===== src/rtl/queue_call_scheduler.sv =====
`default_nettype none
// +--------------------------------------------------------------------------+
// | Module   : queue_call_scheduler                                          |
// | Function : Bank-queue sequencer. Converts entry/exit photo-beam          |
// |            interruptions into a saturating customer count (Pcount) and   |
// |            hands the head customer to one of T tellers through a         |
// |            round-robin call arbiter with a call timeout.                 |
// | Options  : QUEUE_CALL_WAIT_TIME_EN adds SVC_MIN and the Wtime output     |
// |            (estimated wait = Pcount * SVC_MIN).                          |
// | Revision : 1.0 - initial release                                         |
// +--------------------------------------------------------------------------+
module queue_call_scheduler #(
   parameter int n       = 3,
   parameter int T       = 3,
   parameter int TIMEOUT = 1000
`ifdef QUEUE_CALL_WAIT_TIME_EN
   ,
   parameter int SVC_MIN = 3
`endif
) (
   input  logic         clk,
   input  logic         Reset,
   input  logic         back_beam,
   input  logic         front_beam,
   input  logic [T-1:0] teller_req,
   output logic [T-1:0] teller_grant,
   output logic         call_active,
   output logic         timeout_pulse,
   output logic [n-1:0] Pcount,
   output logic         empty_flag,
   output logic         full_flag
`ifdef QUEUE_CALL_WAIT_TIME_EN
   ,
   output logic [n+3:0] Wtime
`endif
);

   // Index width for teller numbers and timer width
   localparam int c_IW = (T > 1) ? $clog2(T) : 1;
   localparam int c_TW = (TIMEOUT > 1) ? $clog2(TIMEOUT) : 1;

   localparam logic [n-1:0]    c_FULL     = '1;
   localparam logic [T-1:0]    c_ONE      = T'(1);
   localparam logic [c_IW-1:0] c_LAST_T   = c_IW'(T - 1);
   localparam logic [c_TW-1:0] c_TMO_LAST = c_TW'(TIMEOUT - 1);
   localparam logic [c_IW:0]   c_T_EXT    = (c_IW + 1)'(T);

   typedef enum logic [0:0] {
      S_IDLE = 1'b0,
      S_CALL = 1'b1
   } state_t;

   // Beam synchronisers and previous-value registers (idle level is 1)
   logic r_back_s1, r_back_s2, r_back_prev;
   logic r_front_s1, r_front_s2, r_front_prev;
   logic w_back_ev, w_front_ev;

   // Customer count
   logic [n-1:0] r_count;

   // Call FSM state
   state_t          r_state, w_state_nx;
   logic [T-1:0]    r_grant, w_grant_nx;
   logic [c_IW-1:0] r_idx, w_idx_nx;
   logic [c_TW-1:0] r_timer, w_timer_nx;
   logic [c_IW-1:0] r_last, w_last_nx;
   logic            r_tmo, w_tmo_nx;

   // Round-robin search
   logic [c_IW-1:0] w_start;
   logic [c_IW:0]   w_sum;
   logic [c_IW-1:0] w_pick;
   logic            w_found;

   // Two-flop synchronisers followed by a previous-value stage for edge detect
   always_ff @(posedge clk) begin
      if (Reset) begin
         r_back_s1    <= 1'b1;
         r_back_s2    <= 1'b1;
         r_back_prev  <= 1'b1;
         r_front_s1   <= 1'b1;
         r_front_s2   <= 1'b1;
         r_front_prev <= 1'b1;
      end else begin
         r_back_s1    <= back_beam;
         r_back_s2    <= r_back_s1;
         r_back_prev  <= r_back_s2;
         r_front_s1   <= front_beam;
         r_front_s2   <= r_front_s1;
         r_front_prev <= r_front_s2;
      end
   end

   // A beam event is a synchronised falling edge; a held-low beam fires once
   assign w_back_ev  = r_back_prev  & ~r_back_s2;
   assign w_front_ev = r_front_prev & ~r_front_s2;

   // Saturating up/down count; coincident entry and exit cancel out
   always_ff @(posedge clk) begin
      if (Reset) begin
         r_count <= '0;
      end else if (w_back_ev && !w_front_ev) begin
         if (r_count != c_FULL) begin
            r_count <= r_count + 1'b1;
         end
      end else if (w_front_ev && !w_back_ev) begin
         if (r_count != '0) begin
            r_count <= r_count - 1'b1;
         end
      end
   end

   // First teller to try is the one after the most recently served one
   always_comb begin
      w_start = (r_last == c_LAST_T) ? '0 : r_last + 1'b1;
   end

   // Scan from the farthest offset back to the nearest so the nearest wins
   always_comb begin
      w_found = 1'b0;
      w_pick  = '0;
      w_sum   = '0;
      for (int k = T - 1; k >= 0; k--) begin
         w_sum = {1'b0, w_start} + (c_IW + 1)'(k);
         if (w_sum >= c_T_EXT) begin
            w_sum = w_sum - c_T_EXT;
         end
         if (teller_req[w_sum[c_IW-1:0]]) begin
            w_found = 1'b1;
            w_pick  = w_sum[c_IW-1:0];
         end
      end
   end

   // Call FSM state registers
   always_ff @(posedge clk) begin
      if (Reset) begin
         r_state <= S_IDLE;
         r_grant <= '0;
         r_idx   <= '0;
         r_timer <= '0;
         r_last  <= c_LAST_T;
         r_tmo   <= 1'b0;
      end else begin
         r_state <= w_state_nx;
         r_grant <= w_grant_nx;
         r_idx   <= w_idx_nx;
         r_timer <= w_timer_nx;
         r_last  <= w_last_nx;
         r_tmo   <= w_tmo_nx;
      end
   end

   // Call FSM next state: exit on customer arrival, teller withdrawal or timeout
   always_comb begin
      w_state_nx = r_state;
      w_grant_nx = r_grant;
      w_idx_nx   = r_idx;
      w_timer_nx = r_timer;
      w_last_nx  = r_last;
      w_tmo_nx   = 1'b0;
      case (r_state)
         S_IDLE: begin
            if ((r_count != '0) && w_found) begin
               w_state_nx = S_CALL;
               w_grant_nx = c_ONE << w_pick;
               w_idx_nx   = w_pick;
               w_timer_nx = '0;
            end
         end
         S_CALL: begin
            if (w_front_ev) begin
               // Customer walked to the counter: this teller was served
               w_state_nx = S_IDLE;
               w_grant_nx = '0;
               w_last_nx  = r_idx;
            end else if (!teller_req[r_idx]) begin
               // Teller withdrew: rotation pointer stays put
               w_state_nx = S_IDLE;
               w_grant_nx = '0;
            end else if (r_timer == c_TMO_LAST) begin
               // Nobody came: abandon and rotate past this teller
               w_state_nx = S_IDLE;
               w_grant_nx = '0;
               w_last_nx  = r_idx;
               w_tmo_nx   = 1'b1;
            end else begin
               w_timer_nx = r_timer + 1'b1;
            end
         end
         default: begin
            w_state_nx = S_IDLE;
            w_grant_nx = '0;
         end
      endcase
   end

`ifdef QUEUE_CALL_WAIT_TIME_EN
   logic [n+3:0] r_wtime;

   // Estimated wait follows the count by one cycle
   always_ff @(posedge clk) begin
      if (Reset) begin
         r_wtime <= '0;
      end else begin
         r_wtime <= {4'b0000, r_count} * (n + 4)'(SVC_MIN);
      end
   end

   assign Wtime = r_wtime;
`endif

   assign teller_grant  = r_grant;
   assign call_active   = |r_grant;
   assign timeout_pulse = r_tmo;
   assign Pcount        = r_count;
   assign empty_flag    = (r_count == '0);
   assign full_flag     = (r_count == c_FULL);

endmodule
`default_nettype wire


===== config.mk =====
export PLATFORM = sky130hd
export DESIGN_NAME = queue_call_scheduler
export DESIGN_NICKNAME = d
export VERILOG_FILES = /design/src/rtl/queue_call_scheduler.sv
export SDC_FILE = /design/constraint.sdc
export NUM_CORES = 1
export LEC_CHECK = 0
export ABC_AREA = 1
export CAP_MARGIN = 40
export CELL_PAD_IN_SITES_DETAIL_PLACEMENT = 1
export CELL_PAD_IN_SITES_GLOBAL_PLACEMENT = 1
export CORE_MARGIN = 3
export CORE_UTILIZATION = 39
export DETAILED_ROUTE_END_ITERATION = 16
export PLACE_DENSITY_LB_ADDON = 0.05
export SLEW_MARGIN = 10
export SYNTH_ARGS = -nofsm -noshare
export SYNTH_HDL_FRONTEND = slang
export SYNTH_SLANG_ARGS = --single-unit

===== constraint.sdc =====
create_clock -name clk -period 2.3 [get_ports clk]
set_clock_uncertainty 0.2 [all_clocks]
set_input_delay 0.345 -clock clk [delete_from_list [all_inputs] [get_ports clk]]
set_output_delay 0.345 -clock clk [all_outputs]
set_load 0.02 [all_outputs]

# ---- After elaboration in Yosys (flattened, before gate mapping)
# Cells that the tools add are included.
dict set report totals {
  output_inout_bits 10
  regBits 28
  in_bits 7
}
dict set report op_classes {
  shift 1
  n_bitwise 6
  order_cmp 7
  n_addsub 9
  n_reduce_logical 18
  mux 41
  n_eq_ne 10
}
# operator count
set op_table {}
lappend op_table {{10-bit 2-to-1 mux} 4}
lappend op_table {{3-bit 2-to-1 mux} 8}
lappend op_table {{2-bit 2-to-1 mux} 10}
lappend op_table {{10-bit one-hot mux with 2 select lines} 1}
lappend op_table {{2-bit by 3-bit < comparator with 1-bit output (second input constant)} 4}
lappend op_table {{1-bit 2-to-1 mux} 12}
lappend op_table {{10-bit by 1-bit adder with 10-bit output (second input constant)} 1}
lappend op_table {{10-bit == test (second input constant)} 1}
lappend op_table {{1-bit binary-select mux with 2-bit select} 4}
lappend op_table {{2-bit nonzero test} 4}
lappend op_table {{3-bit by 2-bit >= comparator with 1-bit output (second input constant)} 2}
lappend op_table {{2-bit != test (second input constant)} 3}
lappend op_table {{3-bit one-hot mux with 2 select lines} 1}
lappend op_table {{3-bit AND reduction} 2}
lappend op_table {{2-bit subtractor (second input constant)} 3}
lappend op_table {{2-bit by 1-bit != test with 1-bit output (second input constant)} 2}
lappend op_table {{4-bit by 3-bit != test with 1-bit output (second input constant)} 1}
lappend op_table {{1-bit inverter} 4}
lappend op_table {{2-bit AND reduction} 2}
lappend op_table {{4-bit AND reduction} 1}
lappend op_table {{4-bit OR reduction} 1}
lappend op_table {{2-bit by 1-bit adder with 3-bit output (second input constant)} 1}
lappend op_table {{2-bit by 2-bit adder with 3-bit output (second input constant)} 1}
lappend op_table {{3-bit by 1-bit adder with 3-bit output (second input constant)} 1}
lappend op_table {{14 further kinds} 18}

# ---- Depth between registers and ports, before layout
# Gate-level depths: netlist of run 1.
dict set report depth {
  ltp_word 13
  ltp_mapped 11
  depth_no_buf 11
}

# ---- Least setup slack after synthesis of run 1
# Ideal clock, no wire load.
dict set report synth_path {
  path_type {reg-to-reg}
  from {reg r_front_s2}
  to {reg r_count[2] (netlist: Pcount[2])}
  setup_time_ns 0.119
  required_time_ns 1.981
  path_stages_with_launch 9
  period_less_slack_ns 1.689
  path_slack_ns 0.611
  arrival_time_ns 1.369
  n_path_buf 0
  path_cell_list {dfxtp_1 > inv_1 > nand2_1 > ha_1 > inv_1 > fa_1 > xor2_1 > o21ai_0 > a21oi_1}
}
dict set report synth_via {
  elab_chain_len 6
}
# item line_no
set synth_rtl {}
lappend synth_rtl {{from (decl)} 55} ;# logic r_front_s1, r_front_s2, r_front_prev;
lappend synth_rtl {{from (signal assigned)} 89} ;# r_front_s2 <= r_front_s1;
lappend synth_rtl {{1-bit inverter (*)} 96} ;# assign w_front_ev = r_front_prev & ~r_front_s2;
lappend synth_rtl {{1-bit bitwise AND (*)} 96}
lappend synth_rtl {{1-bit logical NOT} 102} ;# end else if (w_back_ev && !w_front_ev) begin
lappend synth_rtl {{1-bit logical AND} 102}
lappend synth_rtl {{2-bit by 1-bit != test with 1-bit output (no source line) or 2-bit nonzero test (tied branches)} --}
lappend synth_rtl {{3-bit AND reduction (no source line)} --}
lappend synth_rtl {{to (signal assigned)} 104} ;# r_count <= r_count + 1'b1;
lappend synth_rtl {{to (signal assigned)} 108} ;# r_count <= r_count - 1'b1;
lappend synth_rtl {{to (decl)} 59} ;# logic [n-1:0] r_count;
# Every way passes the cells marked *; elsewhere a longest branch is shown, timed or not.
# A chain may end at the register's enable or synchronous reset.

# ---- Final worst setup path of run 1
dict set report layout_path {
  from {reg r_count[0] (netlist: Pcount[0])}
  to {out empty_flag}
}
dict set report layout_via {
  elab_chain_len 1
}
# item line_no
set layout_rtl {}
lappend layout_rtl {{3-bit logical NOT} 217} ;# assign empty_flag = (r_count == '0);
lappend layout_rtl {{to (decl)} 30} ;# output logic empty_flag,
# No other way between the ends.

==> results of run 1 <==
[logic make-up after synthesis]
| logic type | Yosys count | synth area share |
|---|---|---|
| flip-flops | 28 | 0.375 |
| AND/OR/NAND/NOR | 116 | 0.357 |
| buffers and inverters | 33 | 0.0888 |
| AO/OA/AOI/OAI | 31 | 0.108 |
| adder cells (fa/ha/maj) | 3 | 0.0301 |
| XOR/XNOR | 7 | 0.0410 |
[synth_stat cells]
master / count
fa_1: 1
nand3_2: 3
nand2_2: 2
a21oi_2: 1
nand3_4: 1
nor2_2: 3
xor2_1: 4
nand4_1: 1
nor2_1: 19
clkbuf_1: 2
a21o_1: 1
o21ai_0: 6
dfxtp_1: 28
xnor2_1: 3
inv_2: 4
buf_2: 1
ha_1: 2
or3_1: 1
inv_1: 25
nor4_1: 1
nand2_1: 54
or2_2: 5
buf_6: 1
nor3_1: 1
nand3_1: 25
a21oi_1: 23
[layout by cell type (no fill, tap or decap), types with 2 or more instances in the layout]
cell	netlist	final
nand2_1	54	54
dfxtp_1	28	28
inv_1	25	25
nand3_1	25	25
a21oi_1	23	23
nor2_1	19	19
clkdlybuf4s50_1	0	16
o21ai_0	6	6
or2_2	5	5
buf_4	0	5
inv_2	4	4
xor2_1	4	4
nor2_2	3	3
nand3_2	3	3
xnor2_1	3	3
clkbuf_8	0	3
nand2_2	2	2
ha_1	2	2
[final cells by class]
class,count,area [um^2],area share
sequential,28,561,0.317
multi-input combinational,157,801,0.453
tap,46,57.6,0.0326
inverter,29,109,0.0616
timing repair buffer,21,198,0.112
clock buffer,3,41.3,0.0234
[metal layers]
layer	global-route usage	up-vias
met5	0	-
met4	0.0521	0
met3	0.0296	5
met2	0.311	11
met1	0.211	676
li1	-	737
[sequential cells by signal (all words and copies together) (netlist names)]
| name | count |
|---|---|
| r_state | 1 |
| teller_grant | 3 |
| r_back_prev | 1 |
| r_front_s2 | 1 |
| r_idx | 2 |
| r_back_s2 | 1 |
| timeout_pulse | 1 |
| r_last | 2 |
| r_back_s1 | 1 |
| Pcount | 3 |
| r_front_prev | 1 |
| r_front_s1 | 1 |
| r_timer | 10 |
[power groups by stage]
stage | clock [mW] | combinational [mW] | sequential (mW)
after floorplan | 0 | 0.143 | 0.540
after global placement | 0 | 0.231 | 0.531
after CTS | 0.275 | 0.239 | 0.521
final | 0.263 | 0.235 | 0.520
after detailed placement | 0 | 0.238 | 0.532
after global routing | 0.295 | 0.261 | 0.524
[metrics by stage]
| step | worst slack, ns | power [mW] |
|---|---|---|
| floorplan | 0.611 | 0.683 |
| global placement | 0.209 | 0.762 |
| detailed placement | 0.111 | 0.770 |
| CTS | 0.113 | 1.03 |
| global route | 0.0416 | 1.08 |
| finish | 0.150 | 1.02 |
[how the worst min path moves through the flow]
stage,start,endpoint,slack [ns],cells after the start
3_5_place_dp,r_front_s1$_SDFF_PP1_,r_front_s2$_SDFF_PP1_,0.20,1
2_1_floorplan,r_back_s1$_SDFF_PP1_,r_back_s2$_SDFF_PP1_,0.19,1
3_3_place_gp,r_back_s1$_SDFF_PP1_,r_back_s2$_SDFF_PP1_,0.19,1
6_report,r_front_s1$_SDFF_PP1_,r_front_s2$_SDFF_PP1_,0.22,1
5_1_grt,r_front_s1$_SDFF_PP1_,r_front_s2$_SDFF_PP1_,0.23,1
4_1_cts,r_front_s1$_SDFF_PP1_,r_front_s2$_SDFF_PP1_,0.23,1
==> key figures, run 1 <==
Run status
  • Outcome: complete, no violations

Power
  • Int Power: 714 uW
  • Clock Power Share: 0.258
  • Peak VDD IR: 0.265 mV
  • Sw Ratio: 0.298
  • Net switching power: 304 uW
  • Power share of the combinational group: 0.231
  • Lkg Pwr: 0.724 nW
  • Reg power frac: 0.511
  • Power Dens Cells: 576 nW/um^2

Global routing
  • First-pass GRT wire length: 6.18 mm
  • Number of global-route vias before repair: 1430
  • Maximum number of pins on one net before global-route repair: 20
  • Grt total ovfl: 0
  • Number of antenna violations at the first check in global routing: 0
  • Total Routing Usage GR: 0.174

Clocking
  • Root Buffer: clkbuf_8
  • CTS tree: yes
  • Clk pin slew, worst setup/hold paths: 0.09 ns
  • CTS H-Tree Depth: 1
  • Hold-fix buffers at CTS: 0
  • Setup Buffers After CTS: 0
  • Total CTS buffers: 3
  • CTS Buffer Depth: 2
  • Post-cts sizing count: 0
  • Clk sink count: 28
  • Clk_lat worst skew: 0.27 ns

STA
  • Hold slack: 0.221 ns
  • Max Slew Vio Count: 0
  • Max transition margin: 0.749
  • Final Cycle Share: 0.935
  • Final Hold Violating Endpoints: 0
  • RSZ-0062 raised after global routing: no
  • Setup_tns: 0 ns
  • Setup violation total in the final timing report: 0
  • Fmax: 0.465 GHz
  • Min cycle time layout: 2.15 ns
  • Worst slew pin tran: 0.372 ns

Final layout
  • Layout cells sized above 1: 0.113
  • Area delta synth->final: 18.3%
  • Design area: 1770 um^2
  • Finished Core Util: 0.502
  • # nets final: 250
  • Antenna Cells: 0
  • Final std cells w/o fill: 284
  • Final-layout fill cell count: 483

Synth
  • Post-Syn Instances: 218
  • Post-synth cell types: 26
  • Seq/Total Area, Yosys: 0.375
  • Mapped Avg Cell Area: 6.85 um^2
  • Synth Register Bits: 28
  • Post-synth top area cell: dfxtp_1
  • Netlist Area Pre-Place: 1490 um^2
  • Yosys top cell area share: 0.375
  • Yosys warns: 0
  • Leading post-synthesis cells by cell area: dfxtp_1 38%, nand2_1 14%, nand3_1 8.4%, a21oi_1 7.7%, inv_1 6.3%
  • Syn_nets: 228

Setup path
  • Worst Setup EP: empty_flag
  • Crit path arrival time: 1.61 ns
  • Beginning of the critical path: Pcount[0]$_SDFFE_PP0P_
  • FF-to-FF End: r_timer[5]$_SDFFE_PP0P_
  • Most common cell on crit path: inv_1
  • Crit-path max FO: 4
  • CP Class: flip-flop to output pin
  • R2r setup slk: 0.37 ns
  • CP Launch Type: flip-flop
  • Worst reg-to-reg path cell count: 10
  • Critical path's slowest cell: clkdlybuf4s50_1
  • Nature of the critical path endpoint: output pin
  • CP bufs+invs: 3
  • Worst path cell trace: inv_1 > nand3_1 > inv_1 > clkdlybuf4s50_1
  • Crit. path cell count: 4
  • R2R Path Start: r_timer[1]$_SDFFE_PP0P_
  • Critical Path Max Stage Delay: 0.60 ns
  • Kind of cell adding the most delay to the critical path: buffers and inverters
  • Worst EP required: 1.75 ns

Route
  • Total number of vias: 1429
  • DR iter-0 viols: 59
  • Met3 routed wirelength: 73 um
  • WL final: 3.58 mm
  • Post-route DRC: 0
  • Avg WL per Cell: 12.6 um
  • Wl on met1: 1.69 mm
  • Met2 Wirelength: 1.78 mm
  • Vias/cell: 5.03
  • Top sig layer: met4
  • DRT antenna net count: 0
  • DRT Pass-1 Iters: 4

Floorplan
  • Placement Rows: 21
  • Starting Density: 0.424
  • Io pins: 17
  • Die area: 4610 um^2
  • Die height: 67.9 um
  • Die W: 67.9 um
  • Core area: 3520 um^2

Placement
  • Cells after DPL: 281
  • Buffers on Ports: 16
  • Placement Cell Area: 1730 um^2
  • Placer Congestion: 0.820
  • DPL Wire Length: 2.88 mm

Run
  • Max Cap Violations: 0

Worst hold path
  • Hold Path Class: flip-flop to flip-flop
(Power assumes the default switching activity.)
==> run 2, diff against run 1 <==
--- a/config.mk
+++ b/config.mk
@@ -5,14 +5,14 @@
 export SDC_FILE = /design/constraint.sdc
 export NUM_CORES = 1
 export LEC_CHECK = 0
-export ABC_AREA = 1
 export CAP_MARGIN = 40
 export CELL_PAD_IN_SITES_DETAIL_PLACEMENT = 1
 export CELL_PAD_IN_SITES_GLOBAL_PLACEMENT = 1
 export CORE_MARGIN = 3
-export CORE_UTILIZATION = 39
+export CORE_UTILIZATION = 40
 export DETAILED_ROUTE_END_ITERATION = 16
 export PLACE_DENSITY_LB_ADDON = 0.05
+export SETUP_SLACK_MARGIN = 0.05
 export SLEW_MARGIN = 10
 export SYNTH_ARGS = -nofsm -noshare
 export SYNTH_HDL_FRONTEND = slang
==> key figures, run 2 <==
Setup path
  • Beginning of the critical path: Pcount[0]$_SDFFE_PP0P_
  • R2R Path Start: r_front_prev$_SDFF_PP1_
  • Critical path's slowest cell: clkdlybuf4s50_1
  • Critical Path Max Stage Delay: 0.62 ns (+0.02 ns)
  • CP Launch Type: flip-flop
  • R2r setup slk: 0.18 ns (-0.19 ns)
  • Crit path arrival time: 1.63 ns (+0.02 ns)
  • Worst reg-to-reg path cell count: 9 (-1)
  • Worst path cell trace: and3_1 > clkdlybuf4s50_1
  • Crit. path cell count: 2 (-2)
  • Crit-path max FO: 6 (+2)
  • CP bufs+invs: 1 (-2)
  • CP Class: flip-flop to output pin
  • Nature of the critical path endpoint: output pin
  • FF-to-FF End: Pcount[2]$_SDFFE_PP0P_
  • Kind of cell adding the most delay to the critical path: buffers and inverters
  • Worst EP required: 1.75 ns (about the same)
  • Worst Setup EP: full_flag

STA
  • Max transition margin: 0.693 (-0.0566)
  • Final worst setup slack: 0.123 ns (-0.0272 ns)
  • Setup violation total in the final timing report: 0 (unchanged)
  • Worst slew pin tran: 0.458 ns (+0.0860 ns)
  • Final Cycle Share: 0.947 (+0.0118)
  • Final Hold Violating Endpoints: 0 (unchanged)
  • Max Slew Vio Count: 0 (unchanged)
  • Fmax: 0.459 GHz (-1.2%)
  • Min cycle time layout: 2.18 ns (+0.0272 ns)
  • Setup_tns: 0 ns (unchanged)
  • Hold slack: 0.273 ns (+0.0518 ns)
  • RSZ-0062 raised after global routing: yes

Placement
  • Post-placement setup slack: 0.0158 ns (-0.0948 ns)
  • Buffers on Ports: 16 (unchanged)
  • Placer Congestion: 0.775 (-5.5%)
  • DPL Wire Length: 2.57 mm (-11%)
  • Cells after DPL: 218 (-22%)

Floorplan
  • Io pins: 17 (unchanged)
  • Core area: 3390 um^2 (-3.7%)
  • Die area: 4330 um^2 (-6.0%)
  • Placement Rows: 21 (unchanged)
  • Die height: 65.8 um (-3.0%)
  • Starting Density: 0.422 (-0.00201)
  • Die W: 65.8 um (-3.0%)

Synth
  • Leading post-synthesis cells by cell area: dfxtp_1 39%, mux2i_1 8.4%, nand2b_1 5.7%, nor4_1 3.9%, nand2_1 3.7%
  • Most numerous cell in the Yosys netlist: dfxtp_1
  • Post-Syn Instances: 159 (-27%)
  • EDFF count, synth: 0 (unchanged)
  • Dominant synthesized flop cell: dfxtp_1
  • Syn_nets: 169 (-26%)
  • Netlist Area Pre-Place: 1430 um^2 (-4.2%)
  • Seq/Total Area, Yosys: 0.392 (+0.0164)
  • Post-synth cell types: 40 (+54%)
  • Yosys top cell area share: 0.392 (+0.0164)
  • Mapped Avg Cell Area: 9.00 um^2 (+31%)
  • Post-synth top area cell: dfxtp_1
  • Yosys warns: 0 (unchanged)
  • Commonest cells post-synth: 28 x dfxtp_1, 14 x nand2_1, 13 x nand2b_1
  • Asr flop ratio synth: 0 (unchanged)
  • Synth Register Bits: 28 (unchanged)

Final layout
  • Area delta synth->final: 19.3%
  • Most flop-heavy register: r_timer
  • Commonest non-fill, non-tap cells in the layout: 25 x dfxtp_1, 15 x clkdlybuf4s50_1, 14 x nand2_1, 13 x nand2b_1, 12 x mux2i_1
  • Final-layout fill cell count: 400 (-17%)
  • Multi-input logic area: 817 um^2 (+2.0%)
  • # nets final: 187 (-25%)
  • Layout cells sized above 1: 0.125 (+0.0116)
  • Antenna Cells: 0 (unchanged)
  • Final std cells w/o fill: 222 (-22%)
  • Most common cell after layout, fill and taps aside: dfxtp_1
  • Finished Core Util: 0.504 (+0.00210)
  • Area occupied by registers: 564 um^2 (+0.67%)
  • Max FFs per register: 10 (unchanged)

Power
  • Peak VDD IR: 0.322 mV (+21%)
  • Lkg Pwr: 0.586 nW (-19%)
  • Power Dens Cells: 608 nW/um^2 (+5.6%)

Route
  • Total number of vias: 1211 (-15%)
  • Post-route DRC: 0 (unchanged)
  • Vias/cell: 5.45 (+8.4%)
  • Avg WL per Cell: 15.7 um (+24%)
  • WL final: 3.48 mm (-2.7%)
  • DRT antenna net count: 0 (unchanged)
  • DR iter-0 viols: 30 (-49%)
  • DRT Pass-1 Iters: 4 (unchanged)

Clocking
  • Clk_lat worst skew: 0.34 ns (+0.07 ns)
  • CTS tree: yes
  • Root Buffer: clkbuf_4
  • Total CTS buffers: 3 (unchanged)
  • Clk sink count: 28 (unchanged)
  • CTS Buffer Depth: 2 (unchanged)
  • Hold-fix buffers at CTS: 0 (unchanged)
  • CTS H-Tree Depth: 1 (unchanged)
  • Clk pin slew, worst setup/hold paths: 0.16 ns (+0.07 ns)

Global routing
  • Number of antenna violations at the first check in global routing: 0 (unchanged)
  • First-pass GRT wire length: 5.77 mm (-6.7%)
  • Number of global-route vias before repair: 1171 (-18%)
  • Maximum number of pins on one net before global-route repair: 19 (-5.0%)
  • Total Routing Usage GR: 0.177 (+0.00386)
  • Grt total ovfl: 0 (unchanged)

Run
  • Max Cap Violations: 0 (unchanged)

Run status
  • Outcome: complete, no violations

Worst hold path
  • Hold Path Class: flip-flop to flip-flop
## run 2: cell types whose count changed in the layout (fill, tap and decap cells not counted), moves of 8 or more
cell / before / now
mux2i_1: 0 / 12
nand2_1: 54 / 14
inv_1: 25 / 4
nand2b_1: 0 / 13
a21oi_1: 23 / 8
nand3_1: 25 / 6
nor2_1: 19 / 7
nor4_1: 1 / 9
## run 2: timing repair
item | 4_1_cts | 5_1_grt
pin swaps | 0 | 1
gates resized for setup | 3 | 1
setup buffers | 0 | 0
gates cloned | 0 | 0
setup endpoints to repair | 2 | 2
## run 2: where the power goes
group	internal [mW]	leakage (nW)	switching (mW)
logic	0.0835	0.330	0.105
clock network	0.176	0.0279	0.158
registers	0.501	0.229	0.0144
total	0.761	0.586	0.278
## run 2: stage by stage
| step | power [mW] | area [um^2] |
|---|---|---|
| after CTS | 1.05 | 1710 |
| after global placement | 0.707 | 1650 |
| after global routing | 1.09 | 1710 |
| final | 1.04 | 1710 |
| after floorplan | 0.642 | 1430 |
| after detailed placement | 0.717 | 1650 |
## run 2: kinds of logic (layout without fill, tap and decap cells)
group / after synthesis / in the layout / synth area share
compound gates: 23 / 23 / 0.120
xor+xnor: 3 / 3 / 0.0184
fa+ha+maj: 3 / 3 / 0.0315
buf+inv: 11 / 28 / 0.0376
flops: 28 / 28 / 0.392
mux: 12 / 12 / 0.0839
simple gates: 79 / 79 / 0.317
## run 2: how the worst min path moves through the flow
stage,from,depth (start not counted),end
floorplan,r_back_s1$_SDFF_PP1_,1,r_back_s2$_SDFF_PP1_
global placement,r_back_s1$_SDFF_PP1_,1,r_back_s2$_SDFF_PP1_
detailed placement,r_back_s1$_SDFF_PP1_,1,r_back_s2$_SDFF_PP1_
CTS,r_front_s2$_SDFF_PP1_,1,r_front_prev$_SDFF_PP1_
global route,r_back_s1$_SDFF_PP1_,1,r_back_s2$_SDFF_PP1_
finish,r_front_s2$_SDFF_PP1_,1,r_front_prev$_SDFF_PP1_
## run 2: area by class of cell
type,instances,share of cell area
clock buffer,3,0.0132
clock inverter,1,0.0176
inverter,4,0.00879
multi-input combinational,120,0.478
sequential,28,0.330
tap,46,0.0337
timing repair buffer,20,0.118
## run 2: routing by layer
metal	vias up	global-route usage	part of all wire
met3	6	0.0289	0.024
met2	16	0.280	0.48
met5	-	0	0
met1	576	0.231	0.48
met4	0	0.0907	0.020
li1	613	-	-
==> run 3, diff against run 2 <==
--- a/config.mk
+++ b/config.mk
@@ -8,7 +8,6 @@
 export CAP_MARGIN = 40
 export CELL_PAD_IN_SITES_DETAIL_PLACEMENT = 1
 export CELL_PAD_IN_SITES_GLOBAL_PLACEMENT = 1
-export CORE_MARGIN = 3
 export CORE_UTILIZATION = 40
 export DETAILED_ROUTE_END_ITERATION = 16
 export PLACE_DENSITY_LB_ADDON = 0.05
==> key figures, run 3 (synthesis results as in run 2) <==
Run status
  • Outcome: complete, no violations

STA
  • Max transition margin: 0.705 (+0.0119)
  • Fmax: 0.467 GHz (+1.6%)
  • Min cycle time layout: 2.14 ns (-0.0346 ns)
  • Final Hold Violating Endpoints: 0 (unchanged)
  • Final Cycle Share: 0.932 (-0.0150)
  • Final worst setup slack: 0.157 ns (+0.0346 ns)
  • Max Slew Vio Count: 0 (unchanged)
  • Setup_tns: 0 ns (unchanged)
  • Setup violation total in the final timing report: 0 (unchanged)
  • RSZ-0062 raised after global routing: yes
  • Worst slew pin tran: 0.438 ns (-0.0198 ns)

Setup path
  • CP Launch Type: flip-flop
  • Crit-path max FO: 3 (-3)
  • Nature of the critical path endpoint: output pin
  • Worst EP required: 1.75 ns (about the same)
  • CP Class: flip-flop to output pin
  • Worst reg-to-reg path cell count: 9 (unchanged)
  • Crit path arrival time: 1.60 ns (-0.03 ns)

Clocking
  • Setup Buffers After CTS: 0 (unchanged)
  • Clk sink count: 28 (unchanged)
  • Total CTS buffers: 3 (unchanged)
  • CTS Buffer Depth: 2 (unchanged)
  • CTS tree: yes
  • Clk pin slew, worst setup/hold paths: 0.16 ns (about the same)
  • Root Buffer: clkbuf_4
  • Hold-fix buffers at CTS: 0 (unchanged)
  • CTS H-Tree Depth: 1 (unchanged)
  • Clk_lat worst skew: 0.34 ns (about the same)

Floorplan
  • Starting Density: 0.422 (unchanged)
  • Die W: 61.8 um (-6.1%)
  • Core area: 3390 um^2 (unchanged)
  • Io pins: 17 (unchanged)
  • Placement Rows: 21 (unchanged)
  • Die area: 3820 um^2 (-12%)
  • Die height: 61.8 um (-6.1%)

Final layout
  • Commonest non-fill, non-tap cells in the layout: 26 x dfxtp_1, 14 x nand2_1, 14 x clkdlybuf4s50_1, 13 x nand2b_1, 12 x mux2i_1
  • Antenna Cells: 0 (unchanged)
  • Most flop-heavy register: r_timer
  • # nets final: 187 (unchanged)
  • Finished Core Util: 0.506 (+0.00221)
  • Layout cells sized above 1: 0.125 (unchanged)
  • Max FFs per register: 10 (unchanged)
  • Most common cell after layout, fill and taps aside: dfxtp_1
  • Final std cells w/o fill: 222 (unchanged)
  • Area delta synth->final: 19.8%

Route
  • Total number of vias: 1203 (-0.66%)
  • Vias/cell: 5.42 (-0.66%)
  • DRT antenna net count: 0 (unchanged)
  • DR iter-0 viols: 55 (+83%)
  • Met2 Wirelength: 1.62 mm (-2.1%)
  • Met3 routed wirelength: 86 um (+1.2%)
  • Avg WL per Cell: 14.9 um (-5.0%)
  • WL final: 3.31 mm (-5.0%)
  • Top sig layer: met4
  • Post-route DRC: 0 (unchanged)
  • Wl on met1: 1.56 mm (-6.4%)
  • DRT Pass-1 Iters: 4 (unchanged)

Run
  • Max Cap Violations: 0 (unchanged)

Placement
  • Placer Congestion: 0.745 (-3.9%)
  • DPL Wire Length: 2.46 mm (-4.5%)
  • Post-placement setup slack: 0.0537 ns (+0.0378 ns)
  • Cells after DPL: 218 (unchanged)
  • Buffers on Ports: 16 (unchanged)

Power
  • Lkg Pwr: 0.606 nW (+3.4%)
  • Peak VDD IR: 0.268 mV (-17%)
  • Power Dens Cells: 607 nW/um^2 (-0.25%)

Worst hold path
  • Hold Path Class: flip-flop to flip-flop
  • Hold Path Stages: 1 (unchanged)

Global routing
  • Number of global-route vias before repair: 1153 (-1.5%)
  • First-pass GRT wire length: 5.51 mm (-4.5%)
  • Number of antenna violations at the first check in global routing: 0 (unchanged)
  • Total Routing Usage GR: 0.198 (+0.0205)
  • Grt total ovfl: 0 (unchanged)
  • Maximum number of pins on one net before global-route repair: 19 (unchanged)
-- run 3: cell count changes in the layout (fill, tap and decap cells not counted) --
cell             delta
clkdlybuf4s50_1     -1
nor4_2              +1
nor4_1              -1
dfxtp_2             -1
dlymetal6s2s_1      +1
dfxtp_1             +1
-- run 3: per-stage QoR --
stage	power (mW)	hold WS [ns]	cell area [um^2]
after global routing	1.09	0.282	1720
after floorplan	0.642	0.189	1430
after detailed placement	0.716	0.236	1650
after global placement	0.707	0.194	1650
after CTS	1.05	0.273	1710
final	1.04	0.261	1720
-- run 3: worst paths after layout --
path / startpoint / endpoint / slack [ns]
min: r_front_s1$_SDFF_PP1_ / r_front_s2$_SDFF_PP1_ / 0.26
min reg2reg: r_front_s1$_SDFF_PP1_ / r_front_s2$_SDFF_PP1_ / 0.26
max reg2reg: r_front_prev$_SDFF_PP1_ / Pcount[2]$_SDFFE_PP0P_ / 0.16
max: teller_grant[1]$_SDFFE_PP0P_ / call_active / 0.16
-- run 3: layout make-up --
cell class / instances / area [um^2]
fill: 392 / 1670
clock buffer: 3 / 22.5
timing repair buffer: 20 / 204
clock inverter: 1 / 30.0
tap: 46 / 57.6
inverter: 4 / 15.0
sequential: 28 / 563
multi-input combinational: 120 / 823
-- run 3: metal layers --
layer  track usage  vias to the layer above
met4        0.0571                        0
met3        0.0435                        5
met1         0.251                      570
li1              -                      610
met2         0.338                       18
met5             0                        -
-- run 3: critical path, stage by stage (launching register included) --
cell	delay [ns]
dfxtp_1	0.35
or3_1	0.36
clkdlybuf4s50_1	0.54
-- run 3: what timing repair did --
action,CTS,global route
setup endpoints to repair,2,4
pin swaps,0,2
gates resized for setup,2,3
endpoints found under the hold margin,0,0
-- run 3: power by group --
group	internal (mW)	switching, mW
clock	0.177	0.158
sequential	0.501	0.0151
combinational	0.0848	0.105
